--- src/rtl/spi_slave_lbus_param.sv ---
// SPI (mode 0) slave bridging command/address/data frames onto a simple local bus.
// Latency: strobes fire at the sclk posedge that samples a field's last bit; miso loads on the following negedge.
// Backpressure: none; the local bus must return rdata while rd_en is high and accept every wr_en pulse.
module spi_slave_lbus_param #(
    parameter int ADDR_BYTES = 2,
    parameter int DATA_BYTES = 1,
    parameter int AUTO_INC   = 1
) (
    input  logic                    sclk,
    input  logic                    reset_spi_n,
    input  logic                    mosi,
    output logic                    miso,
    input  logic [8*DATA_BYTES-1:0] rdata,
    input  logic [7:0]              status,
    output logic                    rd_en,
    output logic                    wr_en,
    output logic [8*DATA_BYTES-1:0] wdata,
    output logic [8*ADDR_BYTES-1:0] address
);

    localparam int AW = 8 * ADDR_BYTES;
    localparam int DW = 8 * DATA_BYTES;

    localparam logic [7:0] OP_WRITE = 8'h01;
    localparam logic [7:0] OP_READ  = 8'h02;
    localparam logic [7:0] OP_FAST  = 8'h0B;
    localparam logic [7:0] OP_STAT  = 8'h05;

    typedef enum logic [2:0] {
        ST_CMD,
        ST_ADDR,
        ST_DUMMY,
        ST_WDATA,
        ST_RDATA,
        ST_STAT,
        ST_IGNORE
    } state_t;

    state_t          state;
    logic [5:0]      bit_cnt;   // bit position inside the current field
    logic [7:0]      cmd_sr;    // holds the opcode once the command byte is complete
    logic [AW-1:0]   addr_sr;
    logic [DW-1:0]   wr_sr;
    logic [DW-1:0]   tx_sr;     // negedge domain: miso is its MSB

    logic            byte_last;
    logic            addr_last;
    logic            word_last;
    logic [7:0]      cmd_next;
    logic [AW-1:0]   addr_next;
    logic [DW-1:0]   word_next;

    assign byte_last = (bit_cnt == 6'd7);
    assign addr_last = (bit_cnt == 6'(AW - 1));
    assign word_last = (bit_cnt == 6'(DW - 1));
    assign cmd_next  = {cmd_sr[6:0], mosi};
    assign addr_next = {addr_sr[AW-2:0], mosi};
    assign word_next = {wr_sr[DW-2:0], mosi};

    // Frame sequencer: samples mosi, tracks field boundaries, issues strobes and address updates.
    always_ff @(posedge sclk or negedge reset_spi_n) begin
        if (!reset_spi_n) begin
            state   <= ST_CMD;
            bit_cnt <= '0;
            cmd_sr  <= '0;
            addr_sr <= '0;
            wr_sr   <= '0;
            rd_en   <= 1'b0;
            wr_en   <= 1'b0;
            wdata   <= '0;
            address <= '0;
        end else begin
            rd_en <= 1'b0;
            wr_en <= 1'b0;
            case (state)
                ST_CMD: begin
                    cmd_sr <= cmd_next;
                    if (byte_last) begin
                        bit_cnt <= '0;
                        case (cmd_next)
                            OP_WRITE, OP_READ, OP_FAST: state <= ST_ADDR;
                            OP_STAT:                    state <= ST_STAT;
                            default:                    state <= ST_IGNORE;
                        endcase
                    end else begin
                        bit_cnt <= bit_cnt + 6'd1;
                    end
                end
                ST_ADDR: begin
                    addr_sr <= addr_next;
                    if (addr_last) begin
                        bit_cnt <= '0;
                        address <= addr_next;
                        if (cmd_sr == OP_WRITE) begin
                            state <= ST_WDATA;
                        end else if (cmd_sr == OP_READ) begin
                            rd_en <= 1'b1;
                            state <= ST_RDATA;
                        end else begin
                            state <= ST_DUMMY;
                        end
                    end else begin
                        bit_cnt <= bit_cnt + 6'd1;
                    end
                end
                ST_DUMMY: begin
                    if (byte_last) begin
                        bit_cnt <= '0;
                        rd_en   <= 1'b1;
                        state   <= ST_RDATA;
                    end else begin
                        bit_cnt <= bit_cnt + 6'd1;
                    end
                end
                ST_WDATA: begin
                    wr_sr <= word_next;
                    // Advance one cycle after the write strobe so the bus sees the old address with it.
                    if (wr_en && AUTO_INC != 0) begin
                        address <= address + AW'(1);
                    end
                    if (word_last) begin
                        bit_cnt <= '0;
                        wdata   <= word_next;
                        wr_en   <= 1'b1;
                    end else begin
                        bit_cnt <= bit_cnt + 6'd1;
                    end
                end
                ST_RDATA: begin
                    // Prefetch the next word while its predecessor's last bit is on the wire.
                    if (word_last) begin
                        bit_cnt <= '0;
                        rd_en   <= 1'b1;
                        if (AUTO_INC != 0) begin
                            address <= address + AW'(1);
                        end
                    end else begin
                        bit_cnt <= bit_cnt + 6'd1;
                    end
                end
                ST_STAT: begin
                    bit_cnt <= byte_last ? 6'd0 : bit_cnt + 6'd1;
                end
                default: begin
                end
            endcase
        end
    end

    // Transmit shifter: loads read data or status on the falling edge, then shifts one bit per negedge.
    always_ff @(negedge sclk or negedge reset_spi_n) begin
        if (!reset_spi_n) begin
            tx_sr <= '0;
        end else if (rd_en) begin
            tx_sr <= rdata;
        end else if (state == ST_STAT && bit_cnt == 6'd0) begin
            tx_sr <= DW'(status) << (DW - 8);
        end else if (state == ST_RDATA || state == ST_STAT) begin
            tx_sr <= tx_sr << 1;
        end else begin
            tx_sr <= '0;
        end
    end

    assign miso = tx_sr[DW-1];

endmodule

--- config.mk ---
export PLATFORM = sky130hd
export DESIGN_NAME = spi_slave_lbus_param
export DESIGN_NICKNAME = d
export VERILOG_FILES = /design/src/rtl/spi_slave_lbus_param.sv
export SDC_FILE = /design/constraint.sdc
export NUM_CORES = 1
export LEC_CHECK = 0
export ABC_CLOCK_PERIOD_IN_PS = 1980
export CORE_MARGIN = 1.5
export CORE_UTILIZATION = 35
export CTS_CLUSTER_DIAMETER = 80
export DETAILED_ROUTE_END_ITERATION = 8
export GPL_ROUTABILITY_DRIVEN = 0
export GPL_TIMING_DRIVEN = 1
export PLACE_DENSITY_LB_ADDON = 0.12
export SKIP_CTS_REPAIR_TIMING = 1
export SYNTH_ARGS = -nofsm -noshare
export SYNTH_HDL_FRONTEND = slang
export SYNTH_SLANG_ARGS = --single-unit
--- constraint.sdc ---
create_clock -name sclk -period 1.98 [get_ports sclk]
set_input_delay 0.396 -clock sclk [delete_from_list [all_inputs] [get_ports sclk]]
set_output_delay 0.396 -clock sclk [all_outputs]
set_load 0.02 [all_outputs]
# Word level (Yosys, flattened, before mapping)
# Cells that the tools add are included.
# Widths: inputs -> output; s select.
# totals
register_bits	73
latch_bits	0
ramBits	0
mem_bits_ro	0
input_bits	19
mem_count	0
# classes
add_sub_neg	2
mul	0
div_mod_pow	0
magnitude_cmp	0
n_eq_ne	18
shifts	0
muxes	23
bitwise_logic	0
reduce_logical	13
# op_table
cell	count
$mux 16	3
$pmux 16 s3	1
$mux 8	3
$add 16x1->16 const B	1
$eq 8x1->1 const B	2
$eq 8x2->1 const B	2
$mux 3	5
$mux 6	2
$pmux 6 s2	1
$ne 2x2->1 const B	5
$pmux 3 s3	1
$eq 8x3->1 const B	1
$eq 8x4->1 const B	1
$reduce_and 4->1	2
$add 6x1->6 const B	1
$eq 3x2->1 const B	2
$eq 3x3->1 const B	2
$eq 6x3->1 const B	1
$eq 6x4->1 const B	1
$logic_not 6->1	1
$pmux 3 s2	1
$reduce_bool 3->1	2
$mux 1	5
$reduce_or 5->1	1
9 further kinds	9

# Logic depth before layout (Yosys ltp)
# depth
word_depth	5
ltp_mapped	8
depth_no_buf	6

==> impl_metrics.tcl <==
set metrics [dict create \
    synth_area_leaders "dfrtp_1 (44%), nand2_1 (8.2%), dfrtn_1 (5.5%)" \
    cap_violations 0 \
    yosysMostFrequentCell "nand2_1" \
    nFillCells 1010 \
    antenna_cells 0 \
    avgViaCountPerCell 5.202 \
    cp_max_fo 8 \
    hold-worst-slack_ns 0.3368 \
    dp_hpwl_microns 5856 \
    grt_pass1_wl_microns 14770 \
    insertion_delay_ns 0.36 \
    grt-busiest-layer "met2" \
    synthTopCellsByCount "nand2_1 (80), dfrtp_1 (65), o21ai_0 (23)" \
    relSlewSlack_pct 44.97 \
    seq_area_frac_synth_pct 49.85 \
    num_vias 3033 \
    worstSetupPathType "reg -> reg" \
    path_clk_slew_ns 0.08 \
    report.final.slew_viol_count 0 \
    grt_max_degree 66 \
    use_met2_pct 24.88 \
    setup_viol 9 \
    critical_path.endpoint_type "flip-flop" \
    syn-num-nets 393 \
    cp.required_ns 1.18 \
    layout_setup_ws_ns -0.5010 \
    power_leakage_nw 2.214 \
    netlist_area_sq_mm 0.003665 \
    yosys_warnings 0 \
    yosys_register_bits 73 \
    die_area_sq_mm 0.01109 \
    routedWlPerCell_microns 14.81 \
    die_h_microns 105.3 \
    met3_usage_pct 5.257 \
    cpPeakStageDelay_ns 0.39 \
    synth_top_area_cell "dfrtp_1" \
    cellPowerDensity_mw_per_mm2 576.6 \
    synth_edf_count 0 \
    met1_usage_pct 23.72 \
    syn_area_per_cell_sq_um 9.878 \
    synth_cells 371 \
    worst_slew_pin_slew_ns 0.8254 \
    rsz0062_at_grt "yes" \
    antenna_found_initial 0 \
    grt.overflow.total 0 \
    start_util_pct 35.82 \
    htreeDepth 3 \
    dr.first_iter.drc_count 113 \
    grt.total_usage_pct 16.93 \
    drive_gt1_share_pct 19.46 \
    route.detailed.drc 0 \
    timing_hold_violations_final 0 \
    ys_types 56 \
    run_status "finished with violations" \
    die_w_microns 105.3 \
    finalPower_mw 2.731 \
    postSynth.asyncResetShare_pct 100.0 \
    synth_ff_type "dfrtp_1" \
    io_buffers 45 \
    nets 465 \
    cp.arrival_ns 1.68 \
    hp-class "in -> async" \
    finClkSkew_ns 0.02380 \
    core_area_sq_mm 0.01023 \
    clockRootBuffer "clkbuf_8" \
    grt_pass1_vias 2946 \
    ir_drop_mv 0.3475 \
    violations "negative setup slack" \
    cts_tree "yes" \
    row_count 37 \
    cts_buffers 9 \
    synth_top_area_share_pct 44.38 \
    crit_chain "inv_2 -> ha_4 -> nor4bb_4 -> nand3_4 -> mux2i_1 -> o21ai_1" \
    dr.pass1.iters 4 \
    ios 46 \
    cp_top_family "simple AND/OR/NAND/NOR gates" \
    clock-sinks 73 \
    routed_wl_microns 8634 \
    cp_num_buf_inv 1 \
    syn_to_final_growth_pct 29.22 \
    crit_slowest_cell "dfrtp_1" \
    ant_nets 0 \
    clockBufferDepth 2 \
    cp-start-kind "flip-flop" \
]
-- area by class of cell --
| class | instances | area [sq um] | share of cell area, % |
|---|---|---|---|
| well taps | 136 | 170.2 | 3.593 |
| repair buffers | 85 | 764.5 | 16.14 |
| multi-input cells | 270 | 1774 | 37.46 |
| flip-flops and latches | 73 | 1827 | 38.57 |
| clock buffers | 10 | 127.6 | 2.695 |
| inverters | 4 | 15.01 | 0.3170 |
| clock inverters | 5 | 57.56 | 1.215 |
-- layer usage --
layer	share of wire, %	vias to the layer above
met1	50	1465
met5	0	-
met3	4.2	9
met4	1.3	0
li1	-	1495
met2	44	64
-- sequential cells by signal, indices dropped and copies added, names as in the netlist --
name / flops
address: 16
addr_sr: 15
cmd_sr: 8
tx_sr: 8
wdata: 8
wr_sr: 7
bit_cnt: 6
state: 3
rd_en: 1
wr_en: 1
-- final timing paths --
check	from	end	slack (ns)	cells past startpoint
worst max-delay path	bit_cnt[0]	tx_sr[3]	-0.50	6
worst min-delay path	reset_spi_n	address[0]	0.34	2
worst max register to register	bit_cnt[0]	tx_sr[3]	-0.50	6
worst min register to register	wr_sr[6]	wr_sr[6]	0.49	2
max in group asynchronous	reset_spi_n	tx_sr[2]	1.07	1
min in group sclk	wr_sr[6]	wr_sr[6]	0.49	2
-- placed cells by master (no fill, tap or decap), drive strengths merged, types with 4 or more instances in the layout --
master | Yosys | layout
nand2 | 80 | 80
dfrtp | 65 | 65
clkdlybuf4s50 | 0 | 42
buf | 12 | 42
o21ai | 23 | 23
mux2 | 16 | 16
a22oi | 14 | 14
and2 | 11 | 11
mux2i | 10 | 10
clkbuf | 12 | 10
nor2 | 9 | 9
nand4 | 9 | 9
o22ai | 9 | 9
a2bb2oi | 9 | 9
dfrtn | 8 | 8
nand3 | 8 | 8
nor3 | 8 | 8
and4 | 6 | 6
o211ai | 5 | 5
xnor2 | 4 | 4
o2bb2a | 4 | 4
a31oi | 4 | 4
nand3b | 4 | 4
inv | 4 | 4
-- cell families after synthesis --
group	share of synthesized area, %
and+or+nand+nor	21.07
AOI/OAI and AO/OA	15.64
DFF	49.85
buffers and inverters	3.584
muxes	7.648
xor gates and xnor gates	1.195
adders and majority gates	1.024
-- power breakdown --
part	switching (mW)	total (mW)	internal (mW)
Combinational	0.0465	0.0925	0.0461
Sequential	0.00199	1.50	1.50
Clock	0.565	1.14	0.572
-- worst reg2reg max path, delay by kind of cell (launching register included) --
family | cells | cell delay (ns)
buffers and inverters | 1 | 0.09
muxes | 1 | 0.20
DFF | 1 | 0.39
and+or+nand+nor | 2 | 0.42
AOI/OAI and AO/OA | 1 | 0.09
adders and majority gates | 1 | 0.13
-- per-stage QoR --
stage	utilization (%)	instance area, sq um	setup slack [ns]	instances	TNS (ns)
finish	46.29	4736	-0.5010	583	-3.915
global route	46.29	4736	-0.6187	583	-5.359
CTS	45.74	4679	-0.7427	581	-4.748
detailed placement	43.93	4494	-0.4886	566	-3.950
global placement	43.93	4494	-0.4374	566	-3.594
floorplan	-	3699	-0.4183	371	-3.110
No activity file was read; power rests on OpenSTA's default activity.
==> patch (same settings) <==
The parameter `ADDR_BYTES` goes from 2 to 1.
--- a/src/rtl/spi_slave_lbus_param.sv
+++ b/src/rtl/spi_slave_lbus_param.sv
@@ -3,5 +3,5 @@
 // Backpressure: none; the local bus must return rdata while rd_en is high and accept every wr_en pulse.
 module spi_slave_lbus_param #(
-    parameter int ADDR_BYTES = 2,
+    parameter int ADDR_BYTES = 1,
     parameter int DATA_BYTES = 1,
     parameter int AUTO_INC   = 1
Interface: changed (resized address); port bits go from 46 to 38. The function was not compared with the original's and may differ.
==> patch against the unedited design <==
The flow still finishes with violations (negative setup slack). Count of clock-buffer cells in the layout up 1. Routed wire length down 35%. Clock skew down 0.011 ns. Cell area down 22%. Via count shrank 31%. Synthesized area shrank 25%. Sequential cell count fell by 16. Combinational power grew to 24 times the old value. Worst setup slack better by 0.17 ns. Total power up 100%. First-iteration DRC count shrank 32%.
==> patch: results (changes against the unedited design) <==
metric,value,unit,change
grt_max_degree,50,,-24%
netlist_top_cells_area,"dfrtp_1 (45%), dfrtn_1 (7.3%), nand2_1 (5.5%)",,
top_layer_used,met4,,
tns,-2.64,ns,+1.27 ns
rr_endpoint,tx_sr[1]$_DFF_NN0_,,
yosys-top-cells-count,"dfrtp_1 (49), nand2_1 (40), o21ai_0 (15), mux2_1 (11), mux2_2 (11)",,
r2r_start,bit_cnt[4]$_DFFE_PN0P_,,
crit_type,reg2reg,,
grt_pass1_wl,9730,um,-34%
vdd.ir_drop.worst,0.528,mV,+52%
fin_ws,-0.335,ns,+0.166 ns
drtIter0Drc,77,,-32%
slew_headroom,0.588,,+0.138
reg2regPathDepth,4,,-2
worst_ep_arrival_time,1.49,ns,-0.19 ns
drt-total-wl,5650,um,-35%
clk_latency,0.33,ns,-0.03 ns
placed_cells,408,,-28%
sw_frac_of_total,0.354,,+0.129
vias_per_cell,4.91,,-5.7%
place_ws,-0.363,ns,+0.126 ns
die-area,8360,sq um,-25%
syn_nets,274,,-30%
hpwl,3900,um,-33%
hold_ws,0.369,ns,+0.0321 ns
track_usage,0.147,,-0.0218
place_area,3410,sq um,-24%
avgSynthCellArea,10.9,sq um,+9.9%
setup_violations,9,,unchanged
violations,negative setup slack,,
yosysUniqueCellTypes,50,,-11%
nNetsFinal,344,,-26%
skew,0.0130,ns,-0.0108 ns
pg_clk,1.24,mW,+9%
ys_seq_area_frac,0.521,,+0.0228
drive_above_1_share,0.232,,+0.0378
wl_met1,2760,um,-36%
met3_length,267,um,-27%
cellLeakagePower,1.73,nW,-22%
wl_met2,2530,um,-34%
p_int,3.52,mW,+66%
port_buffers,37,,-18%
p_comb,2.24,mW,+2300%
final_cells,429,,-26%
status,finished with violations,,
grt_pass1_vias,2045,,-31%
-- patch: routing by layer --
layer | GRT usage | vias to the layer above
met4 | 0.0664 | 0
met2 | 0.225 | 49
met1 | 0.197 | 1018
met3 | 0.0377 | 7
li1 | - | 1031
met5 | 0 | -
-- patch: cells by family after synthesis --
kind of cell | Yosys count | synth area share
AO/OA/AOI/OAI | 45 | 0.110
multiplexers | 31 | 0.123
adder cells (fa/ha/maj) | 3 | 0.0137
flip-flops | 57 | 0.521
buffers and inverters | 16 | 0.0265
AND/OR/NAND/NOR | 95 | 0.189
XOR/XNOR | 5 | 0.0160
-- patch: cell type report --
| class | count | area [sq um] |
|---|---|---|
| inverters | 7 | 26.3 |
| clock buffers | 11 | 151 |
| clock inverters | 5 | 77.6 |
| flip-flops and latches | 57 | 1430 |
| fillers | 747 | 3960 |
| well taps | 102 | 128 |
| repair buffers | 68 | 601 |
| multi-input cells | 179 | 1280 |
